`config.mk`:
```
export PLATFORM = sky130hd
export DESIGN_NAME = la_arbmux3
export DESIGN_NICKNAME = d
export VERILOG_FILES = /design/src/rtl/la_arb_pkg.sv /design/src/rtl/la_muxi3.sv /design/src/rtl/la_rr3_pick.sv /design/src/rtl/la_arbmux3.sv
export SDC_FILE = /design/constraint.sdc
export NUM_CORES = 1
export LEC_CHECK = 0
export BUFFER_PORTS_ARGS = -buffer_cell sky130_fd_sc_hd__buf_2
export CELL_PAD_IN_SITES_DETAIL_PLACEMENT = 1
export CELL_PAD_IN_SITES_GLOBAL_PLACEMENT = 1
export CORE_MARGIN = 5
export CORE_UTILIZATION = 30
export CTS_CLUSTER_SIZE = 12
export DETAILED_ROUTE_END_ITERATION = 6
export PLACE_DENSITY_LB_ADDON = 0.15
export RECOVER_POWER = 100
export SYNTH_ARGS = -nofsm -noshare
export SYNTH_HDL_FRONTEND = slang
export SYNTH_SLANG_ARGS = --single-unit
```
`constraint.sdc`:
```
create_clock -name clk -period 2.2 [get_ports clk]
set_clock_uncertainty 0.1 [all_clocks]
set_input_delay 0.66 -clock clk [delete_from_list [all_inputs] [get_ports clk]]
set_output_delay 0.66 -clock clk [all_outputs]
set_load 0.02 [all_outputs]
```
`src/rtl/la_arb_pkg.sv`:
```
// Shared encodings for the la_arbmux3 round-robin packet arbiter.
// The arbiter FSM and the datapath select logic both import this package.
package la_arb_pkg;

    typedef enum logic {
        IDLE = 1'b0,
        LOCK = 1'b1
    } arb_state_t;

    // Mux select codes, given as {s1,s0}
    localparam logic [1:0] SEL_D0 = 2'b00;
    localparam logic [1:0] SEL_D1 = 2'b01;
    localparam logic [1:0] SEL_D2 = 2'b10;

    function automatic logic [1:0] sel_of(input logic [2:0] oh);
        sel_of = oh[2] ? SEL_D2 : (oh[1] ? SEL_D1 : SEL_D0);
    endfunction

    // The pointer moves to the requester after the one that just finished; 2 wraps to 0
    function automatic logic [1:0] ptr_after(input logic [2:0] oh);
        ptr_after = oh[0] ? 2'd1 : (oh[1] ? 2'd2 : 2'd0);
    endfunction

endpackage

```
`src/rtl/la_muxi3.sv`:
```
// 3:1 inverting mux cell: z = ~d0 / ~d1 / ~d2 for {s1,s0} = 00 / 01 / 1x.
module la_muxi3 #(
    parameter PROP = "DEFAULT"
) (
    input  logic d0,
    input  logic d1,
    input  logic d2,
    input  logic s0,
    input  logic s1,
    output logic z
);

    // Non-default properties map to the same behavioural cell in this library
    if (PROP == "DEFAULT") begin : g_default
        assign z = ~(s1 ? d2 : (s0 ? d1 : d0));
    end else begin : g_prop
        assign z = ~(s1 ? d2 : (s0 ? d1 : d0));
    end

endmodule

```
`src/rtl/la_rr3_pick.sv`:
```
// Combinational 3-way round-robin pick: the first set req bit scanning ptr, ptr+1, ptr+2 (mod 3).
module la_rr3_pick (
    input  logic [2:0] req,
    input  logic [1:0] ptr,
    output logic [2:0] winner,
    output logic       any
);

    logic [2:0] w_rot;
    logic [2:0] w_pick;

    // Rotate so that bit 0 is the requester at ptr, pick the lowest bit, then rotate back
    always_comb begin
        case (ptr)
            2'd1:    w_rot = {req[0], req[2:1]};
            2'd2:    w_rot = {req[1:0], req[2]};
            default: w_rot = req;
        endcase
    end

    always_comb begin
        if (w_rot[0])      w_pick = 3'b001;
        else if (w_rot[1]) w_pick = 3'b010;
        else if (w_rot[2]) w_pick = 3'b100;
        else               w_pick = 3'b000;
    end

    always_comb begin
        case (ptr)
            2'd1:    winner = {w_pick[1:0], w_pick[2]};
            2'd2:    winner = {w_pick[0], w_pick[2:1]};
            default: winner = w_pick;
        endcase
    end

    assign any = |req;

endmodule

```
`src/rtl/la_arbmux3.sv`:
```
// Three-requester round-robin packet arbiter driving a la_muxi3 datapath.
// The grant is held for a whole packet; the selected stream goes through one output register.
module la_arbmux3
    import la_arb_pkg::*;
#(
    parameter int DW   = 8,
    parameter     PROP = "DEFAULT"
) (
    input  logic            clk,
    input  logic            reset,
    input  logic [2:0]      in_valid,
    input  logic [2:0]      in_last,
    input  logic [3*DW-1:0] in_data,
    output logic [2:0]      in_ready,
    output logic            out_valid,
    output logic            out_last,
    output logic [DW-1:0]   out_data,
    input  logic            out_ready,
    output logic [2:0]      grant,
    output logic            s0,
    output logic            s1
);

    arb_state_t      r_state, w_state_nx;
    logic [1:0]      r_ptr, w_ptr_nx;
    logic [2:0]      r_grant, w_grant_nx;
    logic [1:0]      r_sel, w_sel_nx;
    logic            r_out_valid;
    logic            r_out_last;
    logic [DW-1:0]   r_out_data;

    logic [2:0]      w_winner;
    logic            w_any;
    logic [2:0]      w_in_ready;
    logic            w_xfer;
    logic            w_own_last;
    logic [DW-1:0]   w_muxn;
    logic [DW-1:0]   w_sel_data;

    la_rr3_pick u_pick (
        .req    (in_valid),
        .ptr    (r_ptr),
        .winner (w_winner),
        .any    (w_any)
    );

    assign w_own_last = |(in_last & r_grant);

    always_comb begin
        w_state_nx = r_state;
        w_ptr_nx   = r_ptr;
        w_grant_nx = r_grant;
        w_sel_nx   = r_sel;
        w_in_ready = 3'b000;
        w_xfer     = 1'b0;
        case (r_state)
            IDLE: begin
                if (w_any) begin
                    w_grant_nx = w_winner;
                    w_sel_nx   = sel_of(w_winner);
                    w_state_nx = LOCK;
                end
            end
            LOCK: begin
                // Ready only from registered state and out_ready; never from in_valid
                w_in_ready = r_grant & {3{~r_out_valid | out_ready}};
                w_xfer     = |(in_valid & w_in_ready);
                if (w_xfer && w_own_last) begin
                    w_state_nx = IDLE;
                    w_grant_nx = 3'b000;
                    w_ptr_nx   = ptr_after(r_grant);
                end
            end
            default: w_state_nx = IDLE;
        endcase
    end

    always_ff @(posedge clk or posedge reset) begin
        if (reset) begin
            r_state <= IDLE;
            r_ptr   <= 2'd0;
            r_grant <= 3'b000;
            r_sel   <= SEL_D0;
        end else begin
            r_state <= w_state_nx;
            r_ptr   <= w_ptr_nx;
            r_grant <= w_grant_nx;
            r_sel   <= w_sel_nx;
        end
    end

    for (genvar b = 0; b < DW; b++) begin : g_mux
        la_muxi3 #(.PROP(PROP)) u_mux (
            .d0 (in_data[b]),
            .d1 (in_data[DW+b]),
            .d2 (in_data[2*DW+b]),
            .s0 (r_sel[0]),
            .s1 (r_sel[1]),
            .z  (w_muxn[b])
        );
    end

    // The mux cells invert, so restore true polarity ahead of the register
    assign w_sel_data = ~w_muxn;

    always_ff @(posedge clk or posedge reset) begin
        if (reset) begin
            r_out_valid <= 1'b0;
            r_out_last  <= 1'b0;
            r_out_data  <= '0;
        end else if (w_xfer) begin
            r_out_valid <= 1'b1;
            r_out_last  <= w_own_last;
            r_out_data  <= w_sel_data;
        end else if (out_ready) begin
            r_out_valid <= 1'b0;
        end
    end

    assign in_ready  = w_in_ready;
    assign out_valid = r_out_valid;
    assign out_last  = r_out_last;
    assign out_data  = r_out_data;
    assign grant     = r_grant;
    assign s1        = r_sel[1];
    assign s0        = r_sel[0];

endmodule

```
Yosys cells after proc, flatten, opt, wreduce, memory -nomap -nowiden
Index checks and enable logic that the tools add are counted.
{"block": "totals", "out_inout_bits": 18, "input_bits": 33, "reg_bits": 18, "elab_cells": 69}
{"block": "classes", "muxes": 35, "reduce_logical": 8, "eq_ne": 4, "n_bitwise": 15}
{"operator": "$mux W1", "count": 22}
{"operator": "$mux W3", "count": 6}
{"operator": "$pmux W3 S2", "count": 3}
{"operator": "$not A1 Y1", "count": 10}
{"operator": "$and A3 B3 Y3", "count": 3}
{"operator": "$reduce_or A3 Y1", "count": 3}
{"operator": "$not A8 Y8", "count": 1}
{"operator": "$mux W2", "count": 3}
{"operator": "$reduce_and A2 Y1", "count": 3}
{"operator": "$ne A2 B1 Y1 const B", "count": 2}
{"operator": "$eq A2 B1 Y1 const B", "count": 1}
{"operator": "$eq A2 B2 Y1 const B", "count": 1}
{"operator": "$pmux W1 S2", "count": 1}
{"operator": "$reduce_bool A2 Y1", "count": 1}
{"operator": "$logic_and A1 B1 Y1", "count": 1}
{"operator": "$or A1 B1 Y1", "count": 1}

Longest topological paths before layout
Gate-level depths: netlist (run 1).
{"block": "depth", "ltp_word": 8, "ltp_mapped": 6, "mapped_depth_nobuf": 6}

Hierarchy
From an unflattened synthesis (run 1), not the netlist that was laid out.
{"block": "hier_totals", "cells_unflattened": 107, "hier_area_um2": 1103.6}
{"module": "la_arbmux3", "cells_each": 69, "seq_area_each_um2": 450.4, "area_per_inst_um2": 795.8, "instances": 1}
{"module": "la_muxi3", "cells_each": 2, "seq_area_each_um2": 0.0, "area_per_inst_um2": 21.3, "instances": 8}
{"module": "la_rr3_pick", "cells_each": 22, "seq_area_each_um2": 0.0, "area_per_inst_um2": 137.6, "instances": 1}

Least setup slack after synthesis (run 1)
No wires, ideal clock.
{"block": "synth_path", "path_kind": "in2out", "startpoint": "input port out_ready", "endpoint": "output port in_ready[0]", "slack_ns": 0.310, "required_ns": 1.440, "n_path_buf": 0, "cell_stages": 2, "arrival_ns": 1.130, "cell_sequence": "nand2b_1 -> and3_1"}
{"block": "synth_between", "elab_chain_len": 3}
{"element": "start, declared", "line": "la_arbmux3.sv:18", "text": "input logic out_ready,"}
{"element": "$or A1 B1 Y1", "line": "la_arbmux3.sv:66", "text": "w_in_ready = r_grant & {3{~r_out_valid | out_ready}};"}
{"element": "$and A3 B3 Y3", "line": "la_arbmux3.sv:66"}
{"element": "$mux W3", "line": "la_arbmux3.sv:56", "text": "case (r_state)"}
{"element": "end, declared", "line": "la_arbmux3.sv:14", "text": "output logic [2:0] in_ready,"}
No other way between the ends.

Worst setup path in the final report (run 1)
{"block": "layout_path", "startpoint": "input port out_ready", "endpoint": "output port in_ready[1]"}
The elaborated chain is that of the path after synthesis.

==> results of run 1 <==
[area by class of cell]
| cell class | instances | area (µm²) | share of cell area |
|---|---|---|---|
| multi-input cells | 82 | 529.3 | 0.3961 |
| flip-flops and latches | 18 | 450.4 | 0.3371 |
| repair buffers | 54 | 254.0 | 0.1901 |
| well taps | 46 | 57.56 | 0.04307 |
| clock buffers | 3 | 22.52 | 0.01685 |
| inverters | 6 | 22.52 | 0.01685 |
[worst min-delay path by stage]
stage,to,slack [ns],cells past startpoint
finish,out_last$_DFFE_PP0P_,0.39,1
global placement,out_data[4]$_DFFE_PP0P_,0.36,2
detailed placement,out_last$_DFFE_PP0P_,0.36,1
floorplan,r_ptr[0]$_DFFE_PP0P_,0.41,1
CTS,grant[2]$_DFFE_PP0P_,0.27,3
global route,out_last$_DFFE_PP0P_,0.41,1
[state kept, by name, summed over array words and instances (netlist names)]
name	count
r_state	1
r_ptr	2
grant	3
out_last	1
out_valid	1
r_sel	2
out_data	8
[layer usage]
| layer | track usage | up-vias |
|---|---|---|
| li1 | - | 495 |
| met1 | 0.1435 | 461 |
| met2 | 0.2006 | 41 |
| met3 | 0.03730 | 7 |
| met4 | 0.06809 | 0 |
| met5 | 0 | - |
[report_power, final]
part           total (µW)  switching (µW)  internal [µW]
Combinational        1030             646            382
Sequential            579             104            476
Clock                 168             104           63.7
[worst max-delay path, delay by kind of cell]
family        cells  cell delay, ns
simple gates      2            0.39
buf+inv           2            0.24
[cell usage after synthesis (2+ instances only)]
master    count  share of area
dfrtp_1      18           0.41
a21oi_1      13          0.060
mux2i_1       9          0.083
nor2_1        9          0.031
nand2_2       8          0.046
o21ai_2       8          0.064
inv_1         6          0.021
nand2b_1      6          0.034
nand2_1       4          0.014
o21ai_0       4          0.018
and3_1        3          0.017
a222oi_1      2          0.018
clkbuf_1      2         0.0069
ha_1          2          0.023
o22ai_1       2          0.011
[cells in the final DEF (no fill, tap or decap)]
master / netlist / layout
a21o_1: 1 / 1
mux2_1: 0 / 1
inv_1: 6 / 6
mux2i_1: 9 / 9
clkbuf_1: 2 / 17
o21ai_2: 8 / 7
or2_2: 1 / 1
nand2_1: 4 / 11
clkbuf_2: 0 / 4
a21oi_1: 13 / 13
clkbuf_4: 0 / 3
o21ai_0: 4 / 5
nor2b_1: 1 / 1
a211o_1: 1 / 1
nand2b_1: 6 / 6
nand3b_1: 1 / 2
o21a_1: 1 / 1
a222oi_1: 2 / 2
buf_2: 1 / 31
nor2_1: 9 / 10
buf_4: 0 / 2
o221a_1: 1 / 1
ha_1: 2 / 2
dfrtp_1: 18 / 18
nor3_1: 1 / 1
and3_1: 3 / 3
nand2_2: 8 / 1
o22ai_1: 2 / 2
o32a_1: 1 / 1
[through the flow]
stage	utilization	power (µW)	area (µm²)
after floorplan	-	1462	1090
after global placement	0.4040	1694	1380
after detailed placement	0.4040	1752	1380
after CTS	0.4106	1919	1403
after global routing	0.3912	1944	1336
final	0.3912	1776	1336
[kinds of logic (layout without fill, tap and decap cells)]
group	Yosys count	count (layout)	synth area share
and+or+nand+nor	36	36	0.1894
AOI/OAI and AO/OA	34	34	0.2136
buffers and inverters	11	63	0.06429
adders and majority gates	2	2	0.02296
DFF	18	18	0.4133
muxes	10	10	0.09644
==> impl_metrics.json, run 1 <==
{
  "port_buffers": 50,
  "path_max_fanout": 5,
  "crit_chain": "buf_2 > nand2b_1 > and3_1 > clkbuf_2",
  "worstSetupPathType": "input port to output port",
  "cts.clk_slew.worst_paths_ns": 0.10,
  "worstPathArrival_ns": 1.30,
  "fin_nets": 200,
  "cts.sinks": 18,
  "synth_fp_nets": 146,
  "grt-ovfl-total": 0,
  "drive_above_1_share": 0.3006,
  "antenna_found_initial": 0,
  "startpoint_type": "input port",
  "hold_ws_ns": 0.3871,
  "crit_slowest_cell": "and3_1",
  "endpoint": "in_ready[1]",
  "core_area_um2": 3416,
  "via_per_inst": 4.804,
  "worstHoldStart": "out_last$_DFFE_PP0P_",
  "worst_slack_ns": 0.1447,
  "synth_seq_cells": 18,
  "synth.avg_cell_area_um2": 9.818,
  "r2r_cells": 4,
  "cts_setup_buffers": 0,
  "pre_cts_ws_ns": 0.09587,
  "post_drt_wl_per_cell_um": 13.75,
  "post-route-period-util": 0.9342,
  "clockRootBuffer": "clkbuf_4",
  "cp.required_ns": 1.44,
  "dr.pass1.iters": 4,
  "place.gp.congestion": 0.7772,
  "synth_seq_area_share": 0.4133,
  "cts_buffers": 3,
  "leakagePower_uw": 0.0006336,
  "io_pins": 51,
  "end_kind": "output port",
  "powerDensity_nw_per_um2": 1329,
  "grt_max_degree": 19,
  "finalSetupTns_ns": 0,
  "wl_met1_um": 1198,
  "outcome": "completed",
  "grt_pass1_wl_um": 4926,
  "dr_total_vias": 1004,
  "synthArstFlopShare": 1.000,
  "wirelength_um": 2874,
  "reg2reg_slack_ns": 0.40,
  "hold_viol": 0,
  "dp.cells": 206,
  "drc": 0,
  "post_cts_resized": 0,
  "yosys_most_used_dff": "dfrtp_1",
  "ir_drop_mv": 0.3340,
  "finalSetupViolations": 0,
  "cts_buffer_depth": 2,
  "fp-row-count": 21,
  "fin_cells": 209,
  "wl_met2_um": 1381,
  "slowest_delay_ns": 0.20,
  "critPathLaunch": "out_ready",
  "max_freq_mhz": 486.5,
  "cts_tree": "yes",
  "drt-initial-drc-count": 37,
  "yosysWarnings": 0,
  "grt_pass1_vias": 1107,
  "rr_endpoint": "r_ptr[0]$_DFFE_PP0P_",
  "cts_htree_levels": 1,
  "grt_usage": 0.1234,
  "hold_path_class": "register to register",
  "die-area_um2": 4938,
  "synth_edf_count": 0,
  "worst_slew_pin_slew_ns": 0.9726,
  "insertion_delay_ns": 0.29,
  "diodes": 0,
  "fill_cells": 427,
  "met3_length_um": 219,
  "place_hpwl_um": 2356,
  "area_growth_pct": 22.62,
  "initial_core_util": 0.3190,
  "die_h_um": 70.27,
  "drtAntennaViolNets": 0,
  "yosysUniqueCellTypes": 30,
  "maxSlewHeadroom": 0.3516,
  "netlist_instances": 111,
  "layout_min_cycle_time_ns": 2.055,
  "top_layer": "met4",
  "maxCapViolCount": 0,
  "synth_area_um2": 1090,
  "fp.dieW_um": 70.27,
  "hold_buffers": 0,
  "r2r-start": "grant[0]$_DFFE_PP0P_",
  "grt_setup_unrepaired": "false",
  "slew_violations": 0
}
(Power assumes the default switching activity.)
==> inputs of run 2 (changes only) <==
--- a/config.mk
+++ b/config.mk
@@ -8,6 +8,7 @@
 export BUFFER_PORTS_ARGS = -buffer_cell sky130_fd_sc_hd__buf_2
 export CELL_PAD_IN_SITES_DETAIL_PLACEMENT = 1
 export CELL_PAD_IN_SITES_GLOBAL_PLACEMENT = 1
+export CORE_ASPECT_RATIO = 0.75
 export CORE_MARGIN = 5
 export CORE_UTILIZATION = 30
 export CTS_CLUSTER_SIZE = 12
==> impl_metrics.json, run 2 (synthesis results as in run 1) <==
{
  "largest_reg_flops": 8,
  "path_max_fanout": 5,
  "insertion_delay_ns": 0.26,
  "fp-row-count": 19,
  "worstPathArrival_ns": 1.30,
  "drtAntennaViolNets": 0,
  "worst_slew_pin_slew_ns": 0.7167,
  "diodes": 0,
  "hold_ws_ns": 0.3855,
  "grtUsageMet1": 0.1925,
  "layout_common_cells": "buf_2 (31), dfrtp_1 (18), clkbuf_1 (18)",
  "clockRootBuffer": "clkbuf_8",
  "leakagePower_uw": 0.0006417,
  "ir_drop_mv": 0.3377,
  "initial_core_util": 0.3036,
  "fin_nets": 200,
  "grtUsageMet2": 0.2010,
  "grt_util_met3": 0.03613,
  "cts.clk_slew.worst_paths_ns": 0.07,
  "dr_total_vias": 1013,
  "post-route-period-util": 0.9344,
  "drive_above_1_share": 0.3006,
  "hold_path_class": "register to register",
  "hold_buffers": 0,
  "final_common_cell": "buf_2",
  "maxCapViolCount": 0,
  "place_hpwl_um": 2579,
  "die_h_um": 62.20,
  "grt_pass1_vias": 1085,
  "post_drt_wl_per_cell_um": 14.96,
  "cts_tree": "yes",
  "place.gp.congestion": 0.7312,
  "final_util": 0.3803,
  "grt_setup_unrepaired": "false",
  "drc": 0,
  "post_cts_resized": 0,
  "gr-max-usage-layer": "met2",
  "io_pins": 51,
  "crit_slowest_cell": "and3_1",
  "via_per_inst": 4.712,
  "worstSetupPathType": "input port to output port",
  "holdPathStages": 2,
  "maxSlewHeadroom": 0.5217,
  "finalSetupTns_ns": 0,
  "grt_usage": 0.1383,
  "end_kind": "output port",
  "die-area_um2": 4950,
  "port_buffers": 50,
  "drt-initial-drc-count": 54,
  "cts_htree_levels": 1,
  "grt-ovfl-total": 0,
  "fp.dieW_um": 79.60,
  "hold_viol": 0,
  "outcome": "completed",
  "cts_buffer_depth": 2,
  "layout_min_cycle_time_ns": 2.056,
  "powerDensity_nw_per_um2": 1376,
  "finalSetupViolations": 0,
  "dr.pass1.iters": 6,
  "core_area_um2": 3590,
  "slew_violations": 0,
  "area_growth_pct": 25.26,
  "cp.required_ns": 1.44,
  "wirelength_um": 3216,
  "max_freq_mhz": 486.4,
  "crit_chain": "buf_2 > nand2b_1 > and3_1 > clkbuf_1",
  "cts_buffers": 3,
  "startpoint_type": "input port",
  "cts_setup_buffers": 0,
  "slowest_delay_ns": 0.20,
  "grt_max_degree": 19,
  "cts.sinks": 18,
  "grt_pass1_wl_um": 5368,
  "r2r_cells": 4,
  "antenna_found_initial": 0
}
run 2: cell counts in the layout (fill, tap and decap cells not counted):
No cell type changed its count.
run 2: path summary, 6_finish.rpt:
path                                          from  slack (ns)                 endpoint
max                                      out_ready        0.14              in_ready[1]
min                        out_data[2]$_DFFE_PP0P_        0.39  out_data[2]$_DFFE_PP0P_
max reg2reg                   grant[0]$_DFFE_PP0P_        0.38     r_ptr[0]$_DFFE_PP0P_
min reg2reg                out_data[2]$_DFFE_PP0P_        0.39  out_data[2]$_DFFE_PP0P_
max in group asynchronous                    reset        1.14  out_data[3]$_DFFE_PP0P_
min in group asynchronous                    reset        0.41  out_data[5]$_DFFE_PP0P_
run 2: worst max-delay path, delay by kind of cell:
family / cells / cell delay, ns
AND/OR/NAND/NOR: 2 / 0.38
buffers and inverters: 2 / 0.25
run 2: cell type report:
cell class              count  area [µm²]
inverters                   6       22.52
clock buffers               3       41.29
repair buffers             54       252.7
multi-input cells          82       533.0
flip-flops and latches     18       450.4
fillers                   457        2225
well taps                  52       65.06
run 2: power breakdown:
part | internal, µW | switching (µW) | total, µW
logic | 386 | 662 | 1050
clock network | 122 | 115 | 237
registers | 477 | 117 | 594
total | 985 | 893 | 1880
run 2: routing by layer:
| metal | vias to the layer above | part of all wire |
|---|---|---|
| met4 | 0 | 0.016 |
| met1 | 479 | 0.47 |
| li1 | 497 | - |
| met5 | - | 0 |
| met3 | 5 | 0.078 |
| met2 | 32 | 0.44 |
run 2: per-stage QoR:
| step | setup slack [ns] | std cells | area, µm² | total power (µW) |
|---|---|---|---|---|
| global placement | 0.1761 | 212 | 1388 | 1724 |
| finish | 0.1442 | 215 | 1365 | 1878 |
| detailed placement | 0.1352 | 212 | 1388 | 1774 |
| floorplan | 0.3097 | 111 | 1090 | 1462 |
| global route | 0.08145 | 215 | 1365 | 2041 |
| CTS | 0.1339 | 215 | 1429 | 2020 |
==> inputs of run 3 (changes only) <==
--- a/config.mk
+++ b/config.mk
@@ -9,7 +9,7 @@
 export CELL_PAD_IN_SITES_DETAIL_PLACEMENT = 1
 export CELL_PAD_IN_SITES_GLOBAL_PLACEMENT = 1
 export CORE_ASPECT_RATIO = 0.75
-export CORE_MARGIN = 5
+export CORE_MARGIN = 2
 export CORE_UTILIZATION = 30
 export CTS_CLUSTER_SIZE = 12
 export DETAILED_ROUTE_END_ITERATION = 6
==> impl_metrics.json, run 3 (synthesis results as in run 1) <==
{
  "final_common_cell": "buf_2",
  "largest_reg_flops": 8,
  "drc": 0,
  "place.gp.congestion": 0.6962,
  "grt_max_degree": 19,
  "hold_buffers": 0,
  "area_growth_pct": 25.37,
  "end_kind": "output port",
  "path_delay_family": "simple AND/OR/NAND/NOR gates",
  "post_cts_resized": 0,
  "finalSetupTns_ns": 0,
  "via_per_inst": 4.882,
  "grt_usage": 0.1484,
  "crit_slowest_cell": "and3_1",
  "insertion_delay_ns": 0.25,
  "worstPathArrival_ns": 1.29,
  "crit_chain": "buf_2 > nand2b_1 > and3_1 > clkbuf_1",
  "outcome": "completed",
  "final_area_um2": 1366,
  "wl_met2_um": 1332,
  "clockRootBuffer": "clkbuf_8",
  "io_pins": 51,
  "grt_setup_unrepaired": "false",
  "cts_buffers": 3,
  "maxSlewHeadroom": 0.5119,
  "drive_above_1_share": 0.3049,
  "fp-row-count": 18,
  "grt_pass1_wl_um": 4830,
  "cp.required_ns": 1.44,
  "drtAntennaViolNets": 0,
  "final_util": 0.4044,
  "pre_cts_ws_ns": 0.1645,
  "worst_slack_ns": 0.1497,
  "ir_drop_mv": 0.4205,
  "fin_nets": 200,
  "slew_violations": 0,
  "cts_setup_buffers": 0,
  "dr.pass1.iters": 4,
  "diodes": 0,
  "core_area_um2": 3378,
  "fp.dieW_um": 73.60,
  "hold_path_class": "register to register",
  "place_hpwl_um": 2250,
  "die_h_um": 56.20,
  "cts.clk_slew.worst_paths_ns": 0.07,
  "grt_pass1_vias": 1017,
  "finalSetupViolations": 0,
  "startpoint_type": "input port",
  "met3_length_um": 139,
  "post_drt_wl_per_cell_um": 13.79,
  "wl_met1_um": 1329,
  "drt-initial-drc-count": 52,
  "worst_slew_pin_slew_ns": 0.7314,
  "path_max_fanout": 4,
  "hold_viol": 0,
  "top_layer": "met4",
  "post_dp_cell_area_um2": 1373,
  "grt-ovfl-total": 0,
  "powerDensity_nw_per_um2": 1380,
  "initial_core_util": 0.3226,
  "port_buffers": 50,
  "cts.sinks": 18,
  "layout_min_cycle_time_ns": 2.050,
  "cp_num_buf_inv": 2,
  "dr_total_vias": 996,
  "worstSetupPathType": "input port to output port",
  "cts_tree": "yes",
  "leakagePower_uw": 0.0006418,
  "layout_common_cells": "buf_2 (31), clkbuf_1 (19), dfrtp_1 (18)",
  "maxCapViolCount": 0,
  "cts_buffer_depth": 2,
  "wirelength_um": 2813,
  "max_freq_mhz": 487.7,
  "post-route-period-util": 0.9320,
  "power_uw": 1885,
  "slowest_delay_ns": 0.20,
  "die-area_um2": 4136,
  "antenna_found_initial": 0,
  "cts_htree_levels": 1
}
[run 3: worst reg2reg max path: stages (launching register included)]
cell and delay, ns:
dfrtp_1 0.38, inv_1 0.05, ha_1 0.36, nand3b_1 0.13, o21ai_0 0.08, a211o_1 0.34
o21ai_0 0.28
[run 3: worst paths after layout]
check,start,endpoint,slack (ns),depth (start not counted)
setup / recovery,out_ready,in_ready[0],0.15,4
hold / removal,out_data[3]$_DFFE_PP0P_,out_data[3]$_DFFE_PP0P_,0.38,2
setup reg to reg,r_ptr[0]$_DFFE_PP0P_,r_sel[0]$_DFFE_PP0P_,0.37,6
hold reg to reg,out_data[3]$_DFFE_PP0P_,out_data[3]$_DFFE_PP0P_,0.38,2
max in group asynchronous,reset,r_ptr[1]$_DFFE_PP0P_,1.12,2
min in group asynchronous,reset,out_data[2]$_DFFE_PP0P_,0.42,2
[run 3: area by class of cell]
type | count | area (µm²)
fillers | 429 | 2012
multi-input cells | 82 | 534.3
flip-flops and latches | 18 | 450.4
repair buffers | 54 | 254.0
clock buffers | 4 | 55.05
well taps | 40 | 50.05
inverters | 6 | 22.52
[run 3: power by group]
group | leakage (µW) | switching (µW) | total [µW] | internal [µW]
Clock | 0.0000288 | 111 | 270 | 159
Combinational | 0.000387 | 641 | 1030 | 388
Sequential | 0.000226 | 110 | 587 | 477
Total | 0.000642 | 861 | 1880 | 1020
[run 3: metrics by stage]
| stage | hold WS [ns] | std cells |
|---|---|---|
| floorplan | 0.4113 | 111 |
| global placement | 0.3596 | 200 |
| detailed placement | 0.3648 | 200 |
| CTS | 0.3825 | 204 |
| global route | 0.4141 | 204 |
| finish | 0.3832 | 204 |
[run 3: per-layer routing]
layer  up-vias  track usage
met3         2      0.04529
met2        26       0.2283
met5         -            0
li1        497            -
met4         0      0.02338
met1       471       0.2073
